--- src/rtl/mem_bus_arbiter.sv ---
// mem_bus_arbiter: two-master, one-slave arbiter for the 32-bit memory bus.
//   Master 0 is instruction fetch and master 1 is load/store. Grants alternate
//   round-robin on ties. A registered owner drives the slave combinationally,
//   and a bus watchdog force-completes stalled transfers and reports a fault.
//
// Ports:
//   clk, reset                 bus clock, asynchronous active-low reset
//   m{0,1}_address_in          master byte address
//   m{0,1}_sel_in              master request, held until ready is seen
//   m{0,1}_write_mask_in       byte-lane write enables
//   m{0,1}_write_value_in      write data
//   m{0,1}_read_value_out      read data, 0 unless this master owns the bus
//   m{0,1}_ready_out           transfer complete for this master
//   s_*                        slave side of the bus
//   grant_out                  one-hot owner, 00 when idle
//   fault_out                  one-cycle pulse on watchdog termination
//   fault_address_out          address of the last timed-out transfer
module mem_bus_arbiter #(
    parameter int unsigned TIMEOUT_CYCLES = 255,
    parameter int unsigned TIMEOUT_WIDTH  = 8
) (
    input  logic        clk,
    input  logic        reset,
    input  logic [31:0] m0_address_in,
    input  logic        m0_sel_in,
    output logic [31:0] m0_read_value_out,
    input  logic [3:0]  m0_write_mask_in,
    input  logic [31:0] m0_write_value_in,
    output logic        m0_ready_out,
    input  logic [31:0] m1_address_in,
    input  logic        m1_sel_in,
    output logic [31:0] m1_read_value_out,
    input  logic [3:0]  m1_write_mask_in,
    input  logic [31:0] m1_write_value_in,
    output logic        m1_ready_out,
    output logic [31:0] s_address_out,
    output logic        s_sel_out,
    input  logic [31:0] s_read_value_in,
    output logic [3:0]  s_write_mask_out,
    output logic [31:0] s_write_value_out,
    input  logic        s_ready_in,
    output logic [1:0]  grant_out,
    output logic        fault_out,
    output logic [31:0] fault_address_out
);

    typedef enum logic {StIdle, StBusy} state_e;

    localparam bit WdogEn = (TIMEOUT_CYCLES != 0);
    localparam logic [TIMEOUT_WIDTH-1:0] WdogLast = TIMEOUT_WIDTH'(TIMEOUT_CYCLES - 1);

    state_e                   state_q, state_d;
    logic                     owner_q, owner_d;           // 0 = master 0, 1 = master 1
    logic                     last_owner_q, last_owner_d;
    logic [TIMEOUT_WIDTH-1:0] wdog_q, wdog_d;
    logic [31:0]              fault_addr_q, fault_addr_d;

    logic        busy;
    logic        own_sel, oth_sel;
    logic [31:0] own_addr, own_wval;
    logic [3:0]  own_mask;
    logic        timeout, complete;
    logic [31:0] rdata;

    always_comb begin
        busy     = (state_q == StBusy);
        own_sel  = owner_q ? m1_sel_in : m0_sel_in;
        oth_sel  = owner_q ? m0_sel_in : m1_sel_in;
        own_addr = owner_q ? m1_address_in : m0_address_in;
        own_wval = owner_q ? m1_write_value_in : m0_write_value_in;
        own_mask = owner_q ? m1_write_mask_in : m0_write_mask_in;
        // Ready on the last allowed cycle beats the watchdog.
        timeout  = WdogEn && busy && own_sel && (wdog_q == WdogLast) && !s_ready_in;
        complete = busy && own_sel && (s_ready_in || timeout);
        rdata    = timeout ? 32'h0 : s_read_value_in;
    end

    // Next-state logic
    always_comb begin
        state_d      = state_q;
        owner_d      = owner_q;
        last_owner_d = last_owner_q;
        wdog_d       = wdog_q;
        fault_addr_d = fault_addr_q;
        unique case (state_q)
            StIdle: begin
                if (m0_sel_in || m1_sel_in) begin
                    state_d = StBusy;
                    wdog_d  = '0;
                    if (m0_sel_in && m1_sel_in) begin
                        owner_d = ~last_owner_q;
                    end else begin
                        owner_d = m1_sel_in;
                    end
                end
            end
            StBusy: begin
                if (!own_sel) begin
                    // Abort: owner withdrew before completion.
                    state_d = StIdle;
                end else if (complete) begin
                    last_owner_d = owner_q;
                    if (oth_sel) begin
                        // Back-to-back hand-over, no idle cycle.
                        owner_d = ~owner_q;
                        wdog_d  = '0;
                    end else begin
                        state_d = StIdle;
                    end
                end else begin
                    wdog_d = wdog_q + 1'b1;
                end
                if (timeout) begin
                    fault_addr_d = own_addr;
                end
            end
            default: state_d = StIdle;
        endcase
    end

    always_ff @(posedge clk or negedge reset) begin
        if (!reset) begin
            state_q      <= StIdle;
            owner_q      <= 1'b0;
            last_owner_q <= 1'b0;
            wdog_q       <= '0;
            fault_addr_q <= '0;
        end else begin
            state_q      <= state_d;
            owner_q      <= owner_d;
            last_owner_q <= last_owner_d;
            wdog_q       <= wdog_d;
            fault_addr_q <= fault_addr_d;
        end
    end

    // Outputs: everything is gated by busy, so reset clears them at once.
    always_comb begin
        s_sel_out         = busy && own_sel && !timeout;  // timed-out write never lands
        s_address_out     = busy ? own_addr : 32'h0;
        s_write_mask_out  = busy ? own_mask : 4'h0;
        s_write_value_out = busy ? own_wval : 32'h0;
        m0_ready_out      = busy && !owner_q && (s_ready_in || timeout);
        m1_ready_out      = busy && owner_q && (s_ready_in || timeout);
        m0_read_value_out = (busy && !owner_q) ? rdata : 32'h0;
        m1_read_value_out = (busy && owner_q) ? rdata : 32'h0;
        grant_out         = busy ? {owner_q, ~owner_q} : 2'b00;
        fault_out         = timeout;
        fault_address_out = fault_addr_q;
    end

endmodule

--- config.mk ---
export PLATFORM = sky130hd
export DESIGN_NAME = mem_bus_arbiter
export DESIGN_NICKNAME = d
export VERILOG_FILES = /design/src/rtl/mem_bus_arbiter.sv
export SDC_FILE = /design/constraint.sdc
export NUM_CORES = 1
export LEC_CHECK = 0
export CAP_MARGIN = 10
export CORE_AREA = 4 4 131 133
export CTS_CLUSTER_SIZE = 20
export DETAILED_ROUTE_END_ITERATION = 8
export DIE_AREA = 0 0 135 137
export PLACE_DENSITY = 0.61
export SLEW_MARGIN = 20
export SYNTH_ARGS = -nofsm -noshare
export SYNTH_HDL_FRONTEND = slang
export SYNTH_SLANG_ARGS = --single-unit
--- constraint.sdc ---
create_clock -name clk -period 3.51 [get_ports clk]
set_input_delay 0.351 -clock clk [delete_from_list [all_inputs] [get_ports clk]]
set_output_delay 0.351 -clock clk [all_outputs]
set_load 0.05 [all_outputs]
==> results of run 1 <==
final cells by class:
| cell class | count | area, um^2 |
|---|---|---|
| Clock buffer | 8 | 156 |
| Fill cell | 1459 | 8170 |
| Inverter | 6 | 22.5 |
| Multi-Input combinational cell | 328 | 2000 |
| Sequential cell | 43 | 1080 |
| Tap cell | 216 | 270 |
| Timing Repair Buffer | 348 | 4130 |
metal layers:
layer  track usage (%)  wire length, um  share of wire [%]  vias up
met5                 0                0                  0        -
met4              2.46              216                1.3        0
li1                  -                -                  -     2010
met3              4.60             1330                8.2       18
met1              17.6             5890                 36     1904
met2              29.8             8760                 54      190
power by group:
group	internal (mW)	switching (mW)
logic	1.60	2.43
registers	0.522	0.0324
clock network	0.303	0.178
total	2.42	2.64
stage by stage:
stage	worst slack [ps]	util [%]	instance area (um^2)	std cells	hold slack, ps
after floorplan	1070	-	3230	406	55.4
after global placement	663	47.4	7500	941	505
after detailed placement	635	47.4	7500	941	517
after CTS	613	48.4	7660	949	278
after global routing	515	48.4	7660	949	104
final	648	48.4	7660	949	56.7
worst max-delay path, stage by stage:
cell             delay [ps]
clkdlybuf4s50_1         490
mux2_4                  330
a41oi_1                 520
nor2_1                   90
clkdlybuf4s50_1         730
final timing paths:
path | end | slack [ps] | cells past startpoint
max reg2reg | wdog_q[7] | 1150 | 6
min | owner_q | 60 | 1
min in group clk | fault_address_out[20] | 520 | 2
max | m1_ready_out | 650 | 5
min reg2reg | fault_address_out[20] | 520 | 2
max in group asynchronous | owner_q | 3030 | 1
state kept, by name, indices dropped and copies added (netlist names):
register,flops
last_owner_q,1
owner_q,1
busy,1
wdog_q,8
fault_address_out,32
cell families after synthesis:
family / Yosys count
AOI/OAI and AO/OA: 60
adders and majority gates: 2
buffers and inverters: 35
DFF: 43
muxes: 70
and+or+nand+nor: 196
placed cells by master, fill, tap and decap left out, types with 2 or more instances in the layout:
cell,n
nand4_1,2
clkbuf_16,5
dfrtp_1,42
nand3_1,4
ha_1,2
nor2_1,108
clkbuf_8,2
nand2_1,8
a21oi_1,35
mux2i_1,69
buf_4,6
clkdlybuf4s50_1,276
nor2b_1,4
buf_12,66
o31ai_1,3
inv_1,5
o21ai_0,15
and2_1,64
==> flow_summary.json, run 1 <==
{
  "clk-insertion-delay-late_ps": 280,
  "drv_slew": 0,
  "antenna_cells": 0,
  "yosys.area.top_type": "dfrtp_1",
  "fin_crit_ps": 2860,
  "rr_startpoint": "busy",
  "worst_clock_skew_ps": 5.44,
  "worst_setup_path_startpoint": "m0_sel_in",
  "tritoncts.num_buffers": 5,
  "synth_top_family_by_area": "simple AND/OR/NAND/NOR gates",
  "synth_top_cell_area_share_pct": 33.3,
  "post_cts_hold_buffer_count": 0,
  "cts_setup_buffers": 0,
  "critical_path_required_ps": 3160,
  "post_synth_instance_area_mm2": 0.00323,
  "max-clock-path-buffers": 2,
  "period_share_pct": 81.5,
  "layout-area-overhead-vs-synth_pct": 137,
  "max-vdd-ir-drop_mv": 0.373,
  "htree_levels": 2,
  "postSynth.topFlopCell": "dfrtp_1",
  "placement.io_buffers": 342,
  "total_routed_wirelength_um": 16200,
  "final_total_power_mw": 5.06,
  "synth-simple-area-share_pct": 29.4,
  "power_per_cell_area_mw_per_mm2": 661,
  "grt_antenna_before_repair": 0,
  "nNetsFinal": 907,
  "yosysWarningCount": 0,
  "synth-edff-count": 0,
  "clock_sinks": 43,
  "worstSetupEndpointType": "output port",
  "post_synth_mux_area_share_pct": 21.9,
  "maximum_number_of_pins_on_one_net_before_global_route_repair": 73,
  "synth.yosys.seq_area_share_pct": 33.3,
  "totalNegativeSetupSlack_ps": 0,
  "unique_masters_post_synth": 32,
  "syn-instance-count": 406,
  "synth.avg_cell_area_um2": 7.95,
  "max-slew-margin-rel_pct": 52.7,
  "number_of_hold_slack_violations_in_the_final_timing_report": 0,
  "via_per_inst": 4.34,
  "synth.cells.most_frequent": "nor2_1, mux2i_1, and2_1, dfrtp_1, a21oi_1",
  "crit_arrival_ps": 2510,
  "route.detailed.drc": 0,
  "die_width_um": 135,
  "clkSlewWorstSetupHoldPaths_ps": 60,
  "timing_worst_setup_path_type": "in2out",
  "vert_die_dim_um": 137,
  "number_of_cell_rows": 46,
  "postCtsResizedCells": 0,
  "first_iter_violations": 120,
  "worst-slew-pin-transition_ps": 709,
  "initial_core_util_pct": 20.4,
  "num_io_pins": 343,
  "synth-async-reset-ratio_pct": 100,
  "drv.max_cap_violation_count": 0,
  "fraction_of_final_layout_cells_sized_beyond_drive_strength_1_pct": 11.6,
  "status": "finished, final reports clean",
  "cp-start-kind": "input port",
  "post-dp-hpwl_um": 13500,
  "fmax_mhz": 349,
  "first_pass_iters": 4,
  "floorplan.die_area_mm2": 0.0185,
  "gr-usage-all-layers_pct": 15.7,
  "vias": 4122,
  "min_path_type": "in2async",
  "number_of_storage_elements_in_the_synthesis_netlist": 43,
  "worstPathMaxFanout": 6,
  "rsz0062_at_grt": "false",
  "synth.top_cells.by_area": "dfrtp_1, mux2i_1, nor2_1",
  "core_mm2": 0.0158,
  "report.final.setup_viol": 0,
  "yosys.area_share.xor_xnor_pct": 0,
  "tritoncts": "yes",
  "leakage_dissipation_nw": 3.33,
  "area_share_of_fa_ha_maj_cells_after_synthesis_pct": 0.775,
  "grt_total_ovfl": 0,
  "clock_tree.root_cell": "clkbuf_16",
  "grt_first_pass_wirelength_um": 22900,
  "synth_fp_nets": 581,
  "post-synth-top-count-cell": "nor2_1",
  "antenna_violating_nets_remaining": 0,
  "synth_area_in_compound_gates_pct": 10.1,
  "number_of_global_route_vias_before_repair": 4095,
  "route.detailed.wl_per_inst_um": 17.1,
  "place.gp.congestion": 0.814
}
No activity file was read; power rests on OpenSTA's default activity.
==> run 2: changes to the inputs <==
==> constraint.sdc (replaced) <==
create_clock -name clk -period 2.65 [get_ports clk]
set_input_delay 0.265 -clock clk [delete_from_list [all_inputs] [get_ports clk]]
set_output_delay 0.265 -clock clk [all_outputs]
set_load 0.05 [all_outputs]
==> run 2 against run 1 <==
Against the previous run: the flow now finishes with violations (hold timing); worst setup slack got worse by 470 ps; critical path depth grew 3; via count increased by 1.1%; combinational power increased by 30%; critical endpoint is now m1_read_value_out[16].
==> flow_summary.json, run 2 (synthesis gave the netlist of run 1 again) <==
{
  "via_per_inst": 4.39,
  "finalCoreUtilization_pct": 47.5,
  "fillers": 1483,
  "num_io_pins": 343,
  "status": "finished with violations",
  "fin_crit_ps": 2470,
  "worst_clock_skew_ps": 10.8,
  "vert_die_dim_um": 137,
  "critical_path_required_ps": 2380,
  "postCtsResizedCells": 0,
  "first_iter_violations": 177,
  "die_width_um": 135,
  "area_used_by_multi_input_combinational_logic_mm2": 0.00200,
  "timing_worst_setup_path_type": "in2out",
  "antenna_violating_nets_remaining": 0,
  "drv.max_cap_violation_count": 0,
  "timing.critical_path.cells": "clkdlybuf4s50_1 > mux2_4 > nand2_2 > nor4_4 > nor2_1 > buf_4 > and2_1 > buf_12",
  "worstSetupEndpointType": "output port",
  "fraction_of_final_layout_cells_sized_beyond_drive_strength_1_pct": 19.1,
  "vias": 4167,
  "grt_first_pass_wirelength_um": 23100,
  "antenna_cells": 0,
  "max-vdd-ir-drop_mv": 0.425,
  "number_of_global_route_vias_before_repair": 4182,
  "post_cts_hold_buffer_count": 0,
  "totalNegativeSetupSlack_ps": 0,
  "slowest_stage": "clkdlybuf4s50_1",
  "failed_checks": "hold timing",
  "mostFrequentLayoutCells": "clkdlybuf4s50_1, nor2_1, mux2i_1, buf_12, and2_1",
  "drv_slew": 0,
  "postPlaceCellArea_mm2": 0.00739,
  "cp_slowest_stage_delay_ps": 560,
  "crit_family": "buffers and inverters",
  "cts_setup_buffers": 0,
  "most_common_cell_after_layout_fill_and_taps_aside": "clkdlybuf4s50_1",
  "number_of_hold_slack_violations_in_the_final_timing_report": 43,
  "grt_antenna_before_repair": 0,
  "leakage_dissipation_nw": 3.41,
  "tritoncts": "yes",
  "clock_tree.root_cell": "clkbuf_16",
  "total_routed_wirelength_um": 16400,
  "initial_core_util_pct": 20.4,
  "route.detailed.drc": 0,
  "gr-usage-all-layers_pct": 15.8,
  "tritoncts.num_buffers": 5,
  "floorplan.die_area_mm2": 0.0185,
  "core_mm2": 0.0158,
  "max-clock-path-buffers": 2,
  "place.gp.congestion": 0.848,
  "grt_total_ovfl": 0,
  "max_reg_flops": 32,
  "report.final.setup_viol": 0,
  "first_pass_iters": 6,
  "period_share_pct": 93.3,
  "ff_latch_area_mm2": 0.00108,
  "post-dp-hpwl_um": 13800,
  "finalInstanceArea_mm2": 0.00753,
  "number_of_cell_rows": 46,
  "min_path_type": "in2async",
  "rsz0062_at_grt": "false",
  "critical_path_buf_inv_count": 3,
  "worstPathMaxFanout": 32,
  "crit_arrival_ps": 2210,
  "clock_sinks": 43,
  "fmax_mhz": 404,
  "hold_ws_ps": -53.0,
  "placement.io_buffers": 342,
  "clk-insertion-delay-late_ps": 290,
  "route.detailed.wl_per_inst_um": 17.2,
  "clkSlewWorstSetupHoldPaths_ps": 60,
  "cp-start-kind": "input port",
  "power_per_cell_area_mw_per_mm2": 873,
  "layout-area-overhead-vs-synth_pct": 133,
  "nNetsFinal": 908,
  "worst-slew-pin-transition_ps": 686,
  "htree_levels": 2,
  "max-slew-margin-rel_pct": 54.3,
  "maximum_number_of_pins_on_one_net_before_global_route_repair": 67
}
-- run 2: area by class of cell --
class	instances	share of cell area [%]
sequential	43	14.3
clock inverter	1	0.0665
clock buffer	7	1.76
inverter	6	0.299
multi-input combinational	328	26.6
timing repair buffer	349	53.3
tap	216	3.59
-- run 2: worst paths after layout --
kind / startpoint / endpoint / slack [ps] / cells after the start
max in group asynchronous: reset / owner_q / 2300 / 1
worst max register to register: busy / wdog_q[4] / 370 / 6
worst min register to register: fault_address_out[17] / fault_address_out[17] / 520 / 2
worst min-delay path: reset / owner_q / -50 / 1
worst max-delay path: m1_sel_in / m1_read_value_out[16] / 180 / 8
min in group clk: fault_address_out[17] / fault_address_out[17] / 520 / 2
-- run 2: metal layers --
layer / share of wire (%) / global-route usage [%] / up-vias / wire length (um)
met4: 2.0 / 3.86 / 0 / 320
met3: 8.7 / 4.82 / 26 / 1420
met5: 0 / 0 / - / 0
met2: 55 / 30.5 / 208 / 8960
met1: 35 / 16.7 / 1918 / 5670
li1: - / - / 2015 / -
-- run 2: worst reg2reg max path: stages (launching register included) --
cell	delay [ps]
dfrtp_1	490
inv_2	350
buf_4	370
or2_2	210
o221ai_1	320
o21ai_0	300
o31ai_1	100
-- run 2: metrics by stage --
stage | hold slack [ps] | instances | total power, mW | worst slack (ps)
3_3_place_gp | 462 | 942 | 5.99 | 219
5_1_grt | 3.51 | 950 | 6.85 | 28.1
2_1_floorplan | -30.6 | 406 | 3.88 | 297
6_report | -53.0 | 950 | 6.57 | 177
4_1_cts | 164 | 950 | 6.64 | 175
3_5_place_dp | 477 | 942 | 6.03 | 170
-- run 2: power by group --
part	switching (mW)	internal (mW)
Clock	0.242	0.348
Sequential	0.0383	0.691
Combinational	3.23	2.02
==> run 3: changes to the inputs <==
--- a/config.mk
+++ b/config.mk
@@ -5,6 +5,7 @@
 export SDC_FILE = /design/constraint.sdc
 export NUM_CORES = 1
 export LEC_CHECK = 0
+export ABC_CLOCK_PERIOD_IN_PS = 2650
 export CAP_MARGIN = 10
 export CORE_AREA = 4 4 131 133
 export CTS_CLUSTER_SIZE = 20
@@ -15,3 +16,4 @@
 export SYNTH_ARGS = -nofsm -noshare
 export SYNTH_HDL_FRONTEND = slang
 export SYNTH_SLANG_ARGS = --single-unit
+export TNS_END_PERCENT = 20
==> results of run 3 <==
No change in the layout: final DEF, timing and power equal those of run 2.
